===== src/rtl/mill_modif_frame_dec.sv =====
`default_nettype none
// ============================================================================
//  Module   : mill_modif_frame_dec
//  Purpose  : ISO 14443-A PCD->PICC Modified Miller frame decoder. Measures
//             the phase of each pause strobe within the ETU using a counter
//             that resynchronises on every pause. Classifies each ETU as X,
//             Y or Z, detects SOF/EOF, and assembles LSB-first bytes with
//             odd-parity checking.
//  Ports    : clk, rst (async, active high), in_enable, pause
//             -> out_bit/out_bit_valid, sof, eof, byte_data/byte_valid,
//                parity_err, last_bits, code_err, busy
//  Revision : 1.0  initial release
// ============================================================================
module mill_modif_frame_dec #(
  parameter int ETU_CLKS = 16,
  parameter int TOL      = 2
) (
  input  logic       clk,
  input  logic       rst,
  input  logic       in_enable,
  input  logic       pause,
  output logic       out_bit,
  output logic       out_bit_valid,
  output logic       sof,
  output logic       eof,
  output logic [7:0] byte_data,
  output logic       byte_valid,
  output logic       parity_err,
  output logic [3:0] last_bits,
  output logic       code_err,
  output logic       busy
);

  localparam int HALF = ETU_CLKS / 2;
  localparam int CW   = $clog2(ETU_CLKS) + 1;
  typedef logic [CW-1:0] cnt_t;

  localparam cnt_t C_LAST  = cnt_t'(ETU_CLKS - 1);
  localparam cnt_t C_TOL   = cnt_t'(TOL);
  localparam cnt_t C_EARLY = cnt_t'(ETU_CLKS - TOL);
  localparam cnt_t C_HLO   = cnt_t'(HALF - TOL);
  localparam cnt_t C_HHI   = cnt_t'(HALF + TOL);
  localparam cnt_t C_HALF1 = cnt_t'(HALF + 1);

  typedef enum logic {IDLE = 1'b0, RX = 1'b1} state_t;

  state_t     state, state_n;
  cnt_t       count, count_n;
  logic       seen, seen_n;          // a pause already landed in this ETU
  logic       seen_z, seen_z_n;      // that pause was a Z (start) pause
  logic       first, first_n;        // current ETU carries the SOF pause
  logic       prev_bit, prev_n;
  logic       pend_valid, pend_valid_n;
  logic       pend_bit, pend_bit_n;
  logic [7:0] shreg, shreg_n;
  logic [3:0] nbits, nbits_n;        // 0..8; 8 means next bit is parity

  logic       bit_n, bitv_n, sof_n, eof_n, bytev_n, perr_n, cerr_n;
  logic [7:0] byte_n;
  logic [3:0] last_n;

  logic       close_req, early, err, sym_ok, eof_sym, dec;

  assign busy = (state == RX);

  always_comb begin
    state_n      = state;
    count_n      = count;
    seen_n       = seen;
    seen_z_n     = seen_z;
    first_n      = first;
    prev_n       = prev_bit;
    pend_valid_n = pend_valid;
    pend_bit_n   = pend_bit;
    shreg_n      = shreg;
    nbits_n      = nbits;
    bit_n        = 1'b0;
    bitv_n       = 1'b0;
    sof_n        = 1'b0;
    eof_n        = 1'b0;
    bytev_n      = 1'b0;
    perr_n       = 1'b0;
    cerr_n       = 1'b0;
    byte_n       = byte_data;
    last_n       = last_bits;
    close_req    = 1'b0;
    early        = 1'b0;
    err          = 1'b0;
    sym_ok       = 1'b0;
    eof_sym      = 1'b0;
    dec          = 1'b0;

    if (!in_enable) begin
      state_n      = IDLE;
      count_n      = '0;
      seen_n       = 1'b0;
      seen_z_n     = 1'b0;
      first_n      = 1'b0;
      prev_n       = 1'b0;
      pend_valid_n = 1'b0;
      pend_bit_n   = 1'b0;
      shreg_n      = '0;
      nbits_n      = '0;
      byte_n       = '0;
      last_n       = '0;
    end else begin
      case (state)
        IDLE: begin
          if (pause) begin
            // The SOF pause is count 0 of the SOF ETU.
            state_n      = RX;
            sof_n        = 1'b1;
            count_n      = cnt_t'(1);
            seen_n       = 1'b1;
            seen_z_n     = 1'b1;
            first_n      = 1'b1;
            prev_n       = 1'b0;
            pend_valid_n = 1'b0;
            pend_bit_n   = 1'b0;
            shreg_n      = '0;
            nbits_n      = '0;
          end
        end
        default: begin
          count_n = count + cnt_t'(1);
          if (pause) begin
            if (count >= C_EARLY) begin
              // Early Z pause: belongs to the next ETU.
              close_req = 1'b1;
              early     = 1'b1;
            end else if (count <= C_TOL) begin
              if (seen) err = 1'b1;
              else begin
                seen_n   = 1'b1;
                seen_z_n = 1'b1;
                count_n  = cnt_t'(1);
              end
            end else if (count >= C_HLO && count <= C_HHI) begin
              if (seen) err = 1'b1;
              else begin
                seen_n   = 1'b1;
                seen_z_n = 1'b0;
                count_n  = C_HALF1;
              end
            end else begin
              err = 1'b1;
            end
          end else if (count == C_LAST) begin
            close_req = 1'b1;
          end

          if (close_req) begin
            if (first) begin
              first_n = 1'b0;
            end else if (!seen) begin
              if (prev_bit) sym_ok  = 1'b1;   // Y after 1 -> 0
              else          eof_sym = 1'b1;   // Y after 0 -> EOF
            end else if (seen_z) begin
              if (prev_bit) err    = 1'b1;
              else          sym_ok = 1'b1;
            end else begin
              sym_ok = 1'b1;
              dec    = 1'b1;
            end

            if (early) begin
              seen_n   = 1'b1;
              seen_z_n = 1'b1;
              count_n  = cnt_t'(1);
            end else begin
              seen_n   = 1'b0;
              seen_z_n = 1'b0;
              count_n  = '0;
            end
            first_n = 1'b0;
          end

          // One-bit delay: the previous symbol's bit is released now.
          if (sym_ok) begin
            if (pend_valid) begin
              bit_n  = pend_bit;
              bitv_n = 1'b1;
              if (nbits == 4'd8) begin
                bytev_n = 1'b1;
                byte_n  = shreg;
                perr_n  = ~(^{shreg, pend_bit});
                shreg_n = '0;
                nbits_n = '0;
              end else begin
                shreg_n[nbits[2:0]] = pend_bit;
                nbits_n             = nbits + 4'd1;
              end
            end
            pend_valid_n = 1'b1;
            pend_bit_n   = dec;
            prev_n       = dec;
          end

          if (eof_sym) begin
            eof_n  = 1'b1;
            last_n = nbits;
            if (nbits != 4'd0) begin
              bytev_n = 1'b1;
              byte_n  = shreg;
            end
          end else if (err) begin
            cerr_n = 1'b1;
          end

          if (eof_sym || err) begin
            state_n      = IDLE;
            count_n      = '0;
            seen_n       = 1'b0;
            seen_z_n     = 1'b0;
            first_n      = 1'b0;
            prev_n       = 1'b0;
            pend_valid_n = 1'b0;
            pend_bit_n   = 1'b0;
            shreg_n      = '0;
            nbits_n      = '0;
          end
        end
      endcase
    end
  end

  always_ff @(posedge clk or posedge rst) begin
    if (rst) begin
      state         <= IDLE;
      count         <= '0;
      seen          <= 1'b0;
      seen_z        <= 1'b0;
      first         <= 1'b0;
      prev_bit      <= 1'b0;
      pend_valid    <= 1'b0;
      pend_bit      <= 1'b0;
      shreg         <= '0;
      nbits         <= '0;
      out_bit       <= 1'b0;
      out_bit_valid <= 1'b0;
      sof           <= 1'b0;
      eof           <= 1'b0;
      byte_data     <= '0;
      byte_valid    <= 1'b0;
      parity_err    <= 1'b0;
      last_bits     <= '0;
      code_err      <= 1'b0;
    end else begin
      state         <= state_n;
      count         <= count_n;
      seen          <= seen_n;
      seen_z        <= seen_z_n;
      first         <= first_n;
      prev_bit      <= prev_n;
      pend_valid    <= pend_valid_n;
      pend_bit      <= pend_bit_n;
      shreg         <= shreg_n;
      nbits         <= nbits_n;
      out_bit       <= bit_n;
      out_bit_valid <= bitv_n;
      sof           <= sof_n;
      eof           <= eof_n;
      byte_data     <= byte_n;
      byte_valid    <= bytev_n;
      parity_err    <= perr_n;
      last_bits     <= last_n;
      code_err      <= cerr_n;
    end
  end

endmodule
`default_nettype wire


===== config.mk =====
export PLATFORM = sky130hd
export DESIGN_NAME = mill_modif_frame_dec
export DESIGN_NICKNAME = d
export VERILOG_FILES = /design/src/rtl/mill_modif_frame_dec.sv
export SDC_FILE = /design/constraint.sdc
export NUM_CORES = 1
export LEC_CHECK = 0
export ABC_AREA = 0
export ABC_CLOCK_PERIOD_IN_PS = 3800
export CAP_MARGIN = 0
export CORE_ASPECT_RATIO = 1.5
export CORE_MARGIN = 3
export CORE_UTILIZATION = 56
export DETAILED_ROUTE_END_ITERATION = 7
export PLACE_DENSITY = 0.86
export REMOVE_ABC_BUFFERS = 1
export SLEW_MARGIN = 10
export SYNTH_ARGS = -nofsm -noshare
export SYNTH_HDL_FRONTEND = slang
export SYNTH_SLANG_ARGS = --single-unit

===== constraint.sdc =====
create_clock -name clk -period 3.8 [get_ports clk]
set_clock_uncertainty 0.2 [all_clocks]
set_input_delay 0.76 -clock clk [delete_from_list [all_inputs] [get_ports clk]]
set_output_delay 0.76 -clock clk [all_outputs]
set_load 0.1 [all_outputs]

==> results of run 1 <==
-- metal layers --
layer	vias up	wire (um)	global-route usage (%)
li1	921	-	-
met1	924	2060	28.71
met2	61	2793	40.08
met3	17	201	3.349
met4	0	134	8.660
met5	-	0	0
-- worst min path at each step --
stage / start / cells past startpoint / to / slack [ns]
3_3_place_gp: byte_data[7]$_DFFE_PP0N_ / 2 / byte_data[7]$_DFFE_PP0N_ / 0.30
4_1_cts: seen_z$_DFFE_PP0P_ / 2 / seen_z$_DFFE_PP0P_ / 0.33
6_report: seen_z$_DFFE_PP0P_ / 2 / seen_z$_DFFE_PP0P_ / 0.33
3_5_place_dp: byte_data[7]$_DFFE_PP0N_ / 2 / byte_data[7]$_DFFE_PP0N_ / 0.31
2_1_floorplan: seen_z$_DFFE_PP0P_ / 2 / seen_z$_DFFE_PP0P_ / 0.27
5_1_grt: seen_z$_DFFE_PP0P_ / 2 / seen_z$_DFFE_PP0P_ / 0.36
-- through the flow --
stage / instances / hold WS [ns]
floorplan: 231 / 0.2714
global placement: 301 / 0.3021
detailed placement: 301 / 0.3119
CTS: 309 / 0.3321
global route: 309 / 0.3607
finish: 309 / 0.3272
-- cells by family (layout without fill, tap and decap cells) --
kind of cell / after synthesis / after routing / synth area share [%]
XOR/XNOR: 8 / 8 / 3.011
buffers and inverters: 25 / 45 / 5.269
flip-flops: 42 / 42 / 45.16
AO/OA/AOI/OAI: 62 / 62 / 19.36
AND/OR/NAND/NOR: 92 / 92 / 20.22
multiplexers: 10 / 10 / 4.301
adder cells (fa/ha/maj): 5 / 5 / 2.688
-- placed cells by master (no fill, tap or decap), types with 2 or more instances in the layout --
cell type / n
a211o_1: 7
a21oi_1: 15
a22o_1: 2
a31oi_1: 3
and3_1: 5
and3_2: 2
buf_4: 3
clkbuf_8: 6
clkdlybuf4s50_1: 22
dfrtp_1: 42
ha_1: 5
inv_1: 12
mux2i_1: 10
nand2_1: 17
nand3_1: 9
nand4_1: 2
nor2_1: 29
nor2b_1: 6
nor3_1: 6
nor4_1: 5
nor4_2: 2
o2111ai_1: 2
o211ai_1: 2
o21ai_0: 13
o221ai_1: 2
xnor2_1: 7
-- layout make-up --
cell class                      instances  area (um^2)  area share, %
Clock buffer                            7        86.33          3.270
Clock inverter                          1        5.005         0.1896
Inverter                               12        45.04          1.706
Multi-Input combinational cell        177         1154          43.70
Sequential cell                        42         1051          39.81
Tap cell                               45        56.30          2.133
Timing Repair Buffer                   25        242.7          9.194
-- sequential cells by signal (all words and copies together), names as in the netlist --
name	count
sof	1
busy	1
nbits	4
seen_z	1
first	1
byte_data	8
out_bit	1
count	5
byte_valid	1
code_err	1
last_bits	4
seen	1
shreg	8
eof	1
pend_bit	1
pend_valid	1
out_bit_valid	1
parity_err	1
-- power groups by stage --
stage | clock, mW | combinational, mW | sequential (mW)
6_report | 0.291 | 0.0979 | 0.465
5_1_grt | 0.320 | 0.109 | 0.466
4_1_cts | 0.298 | 0.0986 | 0.464
3_5_place_dp | 0 | 0.0983 | 0.473
3_3_place_gp | 0 | 0.0973 | 0.473
2_1_floorplan | 0 | 0.0547 | 0.486
-- worst max-delay path, stage by stage (launching register included) --
cell	delay, ns
dfrtp_1	0.49
ha_1	0.25
and3_2	0.21
ha_1	0.28
o21bai_1	0.27
a21oi_1	0.16
a221oi_2	0.60
nand2_1	0.13
o41ai_2	0.29
==> metrics, run 1 <==
largest net degree at the start of global routing 43; RSZ-0062 raised after global routing no; Setup TNS 0 ns; DIE HEIGHT 84.96 um; DRT antenna net count 0; Comb power frac 11.5%; post-route design area around 0.0026 mm^2; DP Wirelength 3789 um; global-route wire length before repair 9011 um; pre-CTS setup slack 0.6282 ns; Bufs on Longest Clock Path 2; Worst-path clk slew 0.08 ns; final core occ 66.69%; Port Buffers 23; core area 0.003959 mm^2; syn avg cell area 9.538 um^2; total CTS buffers 5; Post-Route WL 5190 um; Leak Pwr around 1.2 nW; fin nets between 200 and 300; total die area 0.004981 mm^2; synth unique cells 53; Die W around 59 um; hold buffers post-CTS 0; Final WS setup 0.8210 ns; Tot Pwr between 0.8 and 0.9 mW; clock share of power 34.1%; Placed Area around 0.0025 mm^2; Slew HR 34.38%; CTS tree built; cell count after synthesis 244; FILL cells 337; Sw Pwr 0.2277 mW; Seq/Total Area, Yosys between 40 and 50%; Ys Warns 0; antenna violations before repair 0; Min Clock Period, post-route 2.979 ns; CP Capture Point nbits[2]$_DFFE_PP0P_; worst min-delay path category reg2reg; Vias/cell between 6 and 7; Antenna diodes 0; Tcrit/Tclk final 78.40%; Routed wire per std cell 16.80 um; crit path from count[1]$_DFFE_PP0N_; status finished clean; Mapped Area 0.002327 mm^2; Area growth, synth to finish 13.44%; setup bufs post-CTS 0; Pint 0.6258 mW; EDFF count, synth 0; total gr overflow 0; max capacitance violation total 0; Worst VDD drop 258.6 uV; clock sink total 42; final hold viol count 0; cell row count 28; max-slew violations 0; Crit. End Element flop; ys flop type dfrtp_1; top-area cell type share of the netlist area 45.16%; Root Buffer clkbuf_8; GRT Util Overall 23.17%; Skew-Pair Late Insertion Delay around 0.29 ns; Arr. time, crit path slightly below 3 ns; H-Tree Level Count 2; DRC Markers 0; vias in the first global route 1908; layout cells sized above 1 8.333%; CP required between 3 and 4 ns; Worst Reg-to-Reg Cells 8; initial core utilization 58.79%; Power Dens Cells 323.3 mW/mm^2; worst slew pin tran 0.9812 ns; Sequential Power Share 54.4%; post-synthesis register bit count 42; Sw Ratio 26.68%; CP startpoint kind flop; RD Place Congestion 0.9215; DRT Pass-1 Iters 4; Commonest cells post-synth dfrtp_1, nor2_1, nand2_1; Worst R2R Setup Slack between 0.8 and 0.9 ns; starting DRC count in detailed routing between 100 and 150; Post-synth ARST share 100.0%; worst flop-to-flop path startpoint count[1]$_DFFE_PP0N_; post-CTS sizing 0; largest area contributor in the netlist dfrtp_1; cell with the most instances after synthesis dfrtp_1; top fanout value on the critical path 9; DR vias between 1500 and 2000; Synth area leaders dfrtp_1, nor2_1, mux2i_1; fmax ~340 MHz; IO Pins 24; setup violators final 0; reg2reg end nbits[2]$_DFFE_PP0P_; critical path class reg2reg
(Power assumes the default switching activity.)
==> run 2, diff against run 1 <==
--- a/config.mk
+++ b/config.mk
@@ -6,13 +6,13 @@
 export NUM_CORES = 1
 export LEC_CHECK = 0
 export ABC_AREA = 0
-export ABC_CLOCK_PERIOD_IN_PS = 3800
+export ABC_CLOCK_PERIOD_IN_PS = 2500
 export CAP_MARGIN = 0
 export CORE_ASPECT_RATIO = 1.5
 export CORE_MARGIN = 3
-export CORE_UTILIZATION = 56
+export CORE_UTILIZATION = 51
 export DETAILED_ROUTE_END_ITERATION = 7
-export PLACE_DENSITY = 0.86
+export PLACE_DENSITY = 0.83
 export REMOVE_ABC_BUFFERS = 1
 export SLEW_MARGIN = 10
 export SYNTH_ARGS = -nofsm -noshare
==> constraint.sdc (replaced) <==
create_clock -name clk -period 2.5 [get_ports clk]
set_clock_uncertainty 0.2 [all_clocks]
set_input_delay 0.5 -clock clk [delete_from_list [all_inputs] [get_ports clk]]
set_output_delay 0.5 -clock clk [all_outputs]
set_load 0.1 [all_outputs]
==> run 2 against run 1 <==
Critical path depth grew 1. Maximum frequency grew 23%. Global-route usage shrank 0.62 points. Critical endpoint is now shreg[6]$_DFFE_PP0P_.
==> metrics, run 2 (synthesis results as in run 1) <==
WHS Path Cells 2; Die W 61.16 um; layout cells sized above 1 roughly a quarter; core area ~0.0043 mm^2; starting DRC count in detailed routing 102; Area growth, synth to finish 22.96%; worst flop-to-flop path startpoint count[0]$_DFFE_PP0N_; Crit. End Element flop; Tcrit/Tclk final 96.57%; kind of cell adding the most delay to the critical path compound AO/OA/AOI/OAI gates; hold buffers post-CTS 0; most frequent cells in the layout buf_4, dfrtp_1, nor2_1, nand2_1, a21oi_1; Slowest cell on crit path dfrtp_1; total CTS buffers 5; DP Wirelength 3956 um; DRT antenna net count 0; max capacitance violation total 0; Power Dens Cells 496.7 mW/mm^2; Leak Pwr 1.359 nW; Top Registers byte_data x8, shreg x8, count x5; Port Buffers 23; critical path class reg2reg; commonest non-fill, non-tap cell in the layout buf_4; Slew HR around 54%; Worst R2R Setup Slack 0.09 ns; CTS tree built; crit-path cells ha_2, and3_2, ha_1, o21bai_2, a21oi_2, a221o_1, buf_6, nor4_2, a211o_1; status finished clean; CP required 2.54 ns; Root Buffer clkbuf_8; worst min-delay path category reg2reg; total die area 0.005427 mm^2; Bufs on Longest Clock Path 2; Skew-Pair Late Insertion Delay 0.30 ns; CP startpoint kind flop; worst hold margin 0.3257 ns; Routed wire per std cell 16.57 um; reg2reg end shreg[6]$_DFFE_PP0P_; DR vias 2037; H-Tree Level Count 2; RD Place Congestion 0.9234; Worst-path clk slew roughly 0.080 ns; Worst Reg-to-Reg Cells 9; Post-Route WL roughly 5600 um; final core occ ~66%; Worst VDD drop ~400 uV; fmax 414.2 MHz; initial core utilization 53.90%; Vias/cell slightly above 6; CP max stage delay 0.39 ns; Final WS setup 0.08565 ns; DRC Markers 0; top fanout value on the critical path 11; clock sink total 42; DIE HEIGHT a little under 90 um; final hold viol count 0; Hold EP seen_z$_DFFE_PP0P_; max-slew violations 0; Crit path buffers/inverters 1; Antenna diodes 0; antenna violations before repair 0; Min Clock Period, post-route around 2.4 ns; Arr. time, crit path 2.46 ns; pre-CTS setup slack -0.1656 ns; IO Pins 24; GRT Util Overall 22.56%; largest net degree at the start of global routing 43; fin nets about 300; setup violators final 0; global-route wire length before repair 9170 um; cell row count 29; total gr overflow 0; min-delay src seen_z$_DFFE_PP0P_; DRT Pass-1 Iters 5; worst slew pin tran 0.6832 ns; vias in the first global route 2040
==> run 2: cell types whose count changed in the layout (fill, tap and decap cells not counted), moves of 2 or more <==
cell | before | now
buf_4 | 3 | 46
clkdlybuf4s50_1 | 22 | 3
nor4_1 | 5 | 2
nor4_4 | 0 | 2
==> run 2: worst max path at each step <==
stage | end | cells after the start | slack, ns | start
2_1_floorplan | byte_data[0]$_DFFE_PP0N_ | 8 | -0.34 | count[1]$_DFFE_PP0N_
3_3_place_gp | shreg[6]$_DFFE_PP0P_ | 7 | -0.1 | pause
3_5_place_dp | shreg[6]$_DFFE_PP0P_ | 7 | -0.17 | pause
4_1_cts | shreg[6]$_DFFE_PP0P_ | 9 | 0.009 | count[0]$_DFFE_PP0N_
5_1_grt | shreg[5]$_DFFE_PP0P_ | 9 | -0.005 | count[0]$_DFFE_PP0N_
6_report | shreg[6]$_DFFE_PP0P_ | 9 | 0.09 | count[0]$_DFFE_PP0N_
==> run 2: power breakdown <==
group          internal [mW]  switching [mW]
registers              0.690          0.0142
logic                 0.0619           0.125
clock network          0.294           0.237
total                   1.05           0.376
==> run 2: worst min-delay path, delay by kind of cell (launching register included) <==
kind	cells	cell delay, ns
AOI/OAI and AO/OA	1	0.06
DFF	1	0.38
and+or+nand+nor	1	0.06
==> run 2: through the flow <==
| step | setup TNS, ns | cell area [um^2] | power, mW | cells |
|---|---|---|---|---|
| after detailed placement | -1.996 | 2683 | 0.8920 | 326 |
| after global routing | -0.009799 | 2861 | 1.471 | 335 |
| after global placement | -1.218 | 2683 | 0.8890 | 326 |
| final | 0 | 2861 | 1.421 | 335 |
| after CTS | 0 | 2795 | 1.420 | 334 |
| after floorplan | -3.044 | 2250 | 0.8225 | 231 |
==> run 2: area by class of cell <==
| class | instances | area [um^2] |
|---|---|---|
| multi-input cells | 177 | 1212 |
| well taps | 46 | 57.56 |
| inverters | 12 | 45.04 |
| flip-flops and latches | 42 | 1051 |
| clock buffers | 5 | 68.82 |
| clock inverters | 3 | 40.04 |
| repair buffers | 50 | 386.6 |
| fillers | 359 | 1456 |
==> run 2: per-layer routing <==
layer | part of all wire (%) | up-vias | global-route usage, % | wire, um
met4 | 3.4 | 0 | 12.23 | 189
met5 | 0 | - | 0 | 0
li1 | - | 966 | - | -
met2 | 54 | 57 | 39.02 | 2990
met1 | 39 | 996 | 25.37 | 2166
met3 | 3.7 | 18 | 4.088 | 205
==> run 2: timing repair <==
item                                   in CTS  in global routing
gates resized for setup                     1                 10
gates cloned                                0                  0
setup endpoints to repair                   8                 14
pin swaps                                   0                  1
setup buffers                               0                  1
endpoints found under the hold margin       0                  0
==> run 3, diff against run 2 <==
--- a/config.mk
+++ b/config.mk
@@ -12,6 +12,7 @@
 export CORE_MARGIN = 3
 export CORE_UTILIZATION = 51
 export DETAILED_ROUTE_END_ITERATION = 7
+export MAX_ROUTING_LAYER = met4
 export PLACE_DENSITY = 0.83
 export REMOVE_ABC_BUFFERS = 1
 export SLEW_MARGIN = 10
==> run 3 against run 2 <==
Clock power is 14% lower. Total power is 5.5% lower. Worst setup slack better by 0.034 ns. Flip-flop and latch count stayed put. Sequential power hardly changed. Largest cell class unchanged. Highest routed layer unchanged.
==> metrics, run 3 (synthesis results as in run 1) <==
Post-Route WL 5541 um; worst flop-to-flop path startpoint count[0]$_DFFE_PP0N_; total gr overflow 0; DP Wirelength 3988 um; Multi-input gate area 0.001212 mm^2; max capacitance violation total 0; reg2reg end shreg[5]$_DFFE_PP0P_; final hold viol count 0; crit-path cells ha_2, and3_2, ha_1, o21bai_2, a21oi_2, a221o_1, buf_6, nor4_2, a211o_1; DRT antenna net count 0; Final WS setup roughly 0.12 ns; max-slew violations 0; fmax approximately 420 MHz; top fanout value on the critical path 11; crit path from count[0]$_DFFE_PP0N_; CP required between 2 and 3 ns; total die area 0.005427 mm^2; Slew HR 59.61%; kind of cell adding the most delay to the critical path compound AO/OA/AOI/OAI gates; setup violators final 0; RD Place Congestion between 0.9 and 1; Inst Count DP 327; FILL cells 337; Power Dens Cells 470.5 mW/mm^2; post-route design area 0.002855 mm^2; Routed wire per std cell 16.49 um; most frequent cells in the layout buf_4, dfrtp_1, nor2_1, nand2_1, a21oi_1; Placed Area 0.002690 mm^2; IO Pins 24; pre-CTS setup slack -0.2034 ns; starting DRC count in detailed routing 101; cell row count 29; Crit path buffers/inverters 1; GRT Util Overall 23.28%; Antenna diodes 0; CP startpoint kind flop; DIE HEIGHT 88.74 um; CP max stage delay 0.39 ns; Leak Pwr approximately 1.4 nW; clock sink total 42; Top Registers byte_data x8, shreg x8, count x5; Bufs on Longest Clock Path 2; commonest non-fill, non-tap cell in the layout buf_4; Tot Pwr 1.343 mW; layout cells sized above 1 approximately a quarter; Crit. path cell count 9; Tcrit/Tclk final 95.22%; Arr. time, crit path 2.43 ns; core area 0.004318 mm^2; non-filler cells, final 336; DRC Markers 0; largest net degree at the start of global routing 43; Skew-Pair Late Insertion Delay 0.30 ns; global-route wire length before repair 9087 um; CTS tree built; antenna violations before repair 0; H-Tree Level Count 2; vias in the first global route between 1500 and 2000; worst slew pin tran 0.5995 ns; worst min-delay path category reg2reg; total CTS buffers 5; Worst Reg-to-Reg Cells 9; Vias/cell 6.065; CP Capture Point shreg[5]$_DFFE_PP0P_; Root Buffer clkbuf_8; Area growth, synth to finish 22.69%; hold buffers post-CTS 0; FF+latch area 0.001051 mm^2; Min Clock Period, post-route roughly 2.4 ns; status finished clean; critical path class reg2reg; Die W 61.16 um; DRT Pass-1 Iters 4; Worst R2R Setup Slack 0.12 ns; DR vias 2038; Slowest cell on crit path dfrtp_1; Worst-path clk slew around 0.080 ns; fin nets 298; Crit. End Element flop; Worst VDD drop 394.8 uV; initial core utilization around 54%; Port Buffers 23
run 3: cell count changes in the layout (fill, tap and decap cells not counted):
cell        before  now
o21ai_1          1    2
clkbuf_8         5    6
bufinv_16        1    0
o21ai_0         13   12
buf_4           46   47
clkinv_2         2    1
clkinvlp_4       0    1
run 3: layer usage:
| layer | wire length, um | vias up | track usage (%) | share of wire, % |
|---|---|---|---|---|
| li1 | - | 974 | - | - |
| met5 | 0 | - | - | 0 |
| met3 | 228 | 15 | 4.088 | 4.1 |
| met2 | 2924 | 59 | 38.63 | 53 |
| met4 | 172 | 0 | 12.43 | 3.1 |
| met1 | 2216 | 990 | 25.82 | 40 |
run 3: per-stage QoR:
stage          hold slack (ns)  util, %  setup TNS (ns)
3_3_place_gp            0.3044    62.30         -0.8168
5_1_grt                 0.3575    66.13        -0.01883
4_1_cts                 0.3266    64.94               0
3_5_place_dp            0.3055    62.30          -1.742
2_1_floorplan           0.2714        -          -3.044
6_report                0.3266    66.13               0
run 3: repair_timing:
action / in CTS / in global routing
setup buffers: 0 / 1
endpoints found under the setup margin: 10 / 15
endpoints found under the hold margin: 0 / 0
resized for setup: 3 / 9
pin swaps: 0 / 6
run 3: report_power, final:
| part | internal [mW] | total [mW] | switching [mW] | leakage, nW |
|---|---|---|---|---|
| Sequential | 0.690 | 0.703 | 0.0137 | 0.578 |
| Clock | 0.222 | 0.455 | 0.233 | 0.0472 |
| Combinational | 0.0621 | 0.185 | 0.123 | 0.739 |
| Total | 0.973 | 1.34 | 0.370 | 1.36 |
run 3: worst reg2reg max path, delay by kind of cell, from the launching register on:
family / cells / cell delay (ns)
AOI/OAI and AO/OA: 4 / 0.72
buffers and inverters: 1 / 0.16
DFF: 1 / 0.39
adders and majority gates: 2 / 0.40
and+or+nand+nor: 2 / 0.47
run 3: how the worst min path moves through the flow:
| stage | slack, ns | end | start | depth (start not counted) |
|---|---|---|---|---|
| floorplan | 0.27 | seen_z$_DFFE_PP0P_ | seen_z$_DFFE_PP0P_ | 2 |
| global placement | 0.30 | seen_z$_DFFE_PP0P_ | seen_z$_DFFE_PP0P_ | 2 |
| detailed placement | 0.31 | seen_z$_DFFE_PP0P_ | seen_z$_DFFE_PP0P_ | 2 |
| CTS | 0.33 | seen_z$_DFFE_PP0P_ | seen_z$_DFFE_PP0P_ | 2 |
| global route | 0.36 | byte_data[4]$_DFFE_PP0N_ | byte_data[4]$_DFFE_PP0N_ | 2 |
| finish | 0.33 | seen_z$_DFFE_PP0P_ | seen_z$_DFFE_PP0P_ | 2 |
run 3: area by class of cell:
class	instances	share of cell area [%]
clock buffers	6	2.892
repair buffers	51	13.80
well taps	46	2.016
flip-flops and latches	42	36.81
inverters	12	1.578
multi-input cells	177	42.46
clock inverters	2	0.4382
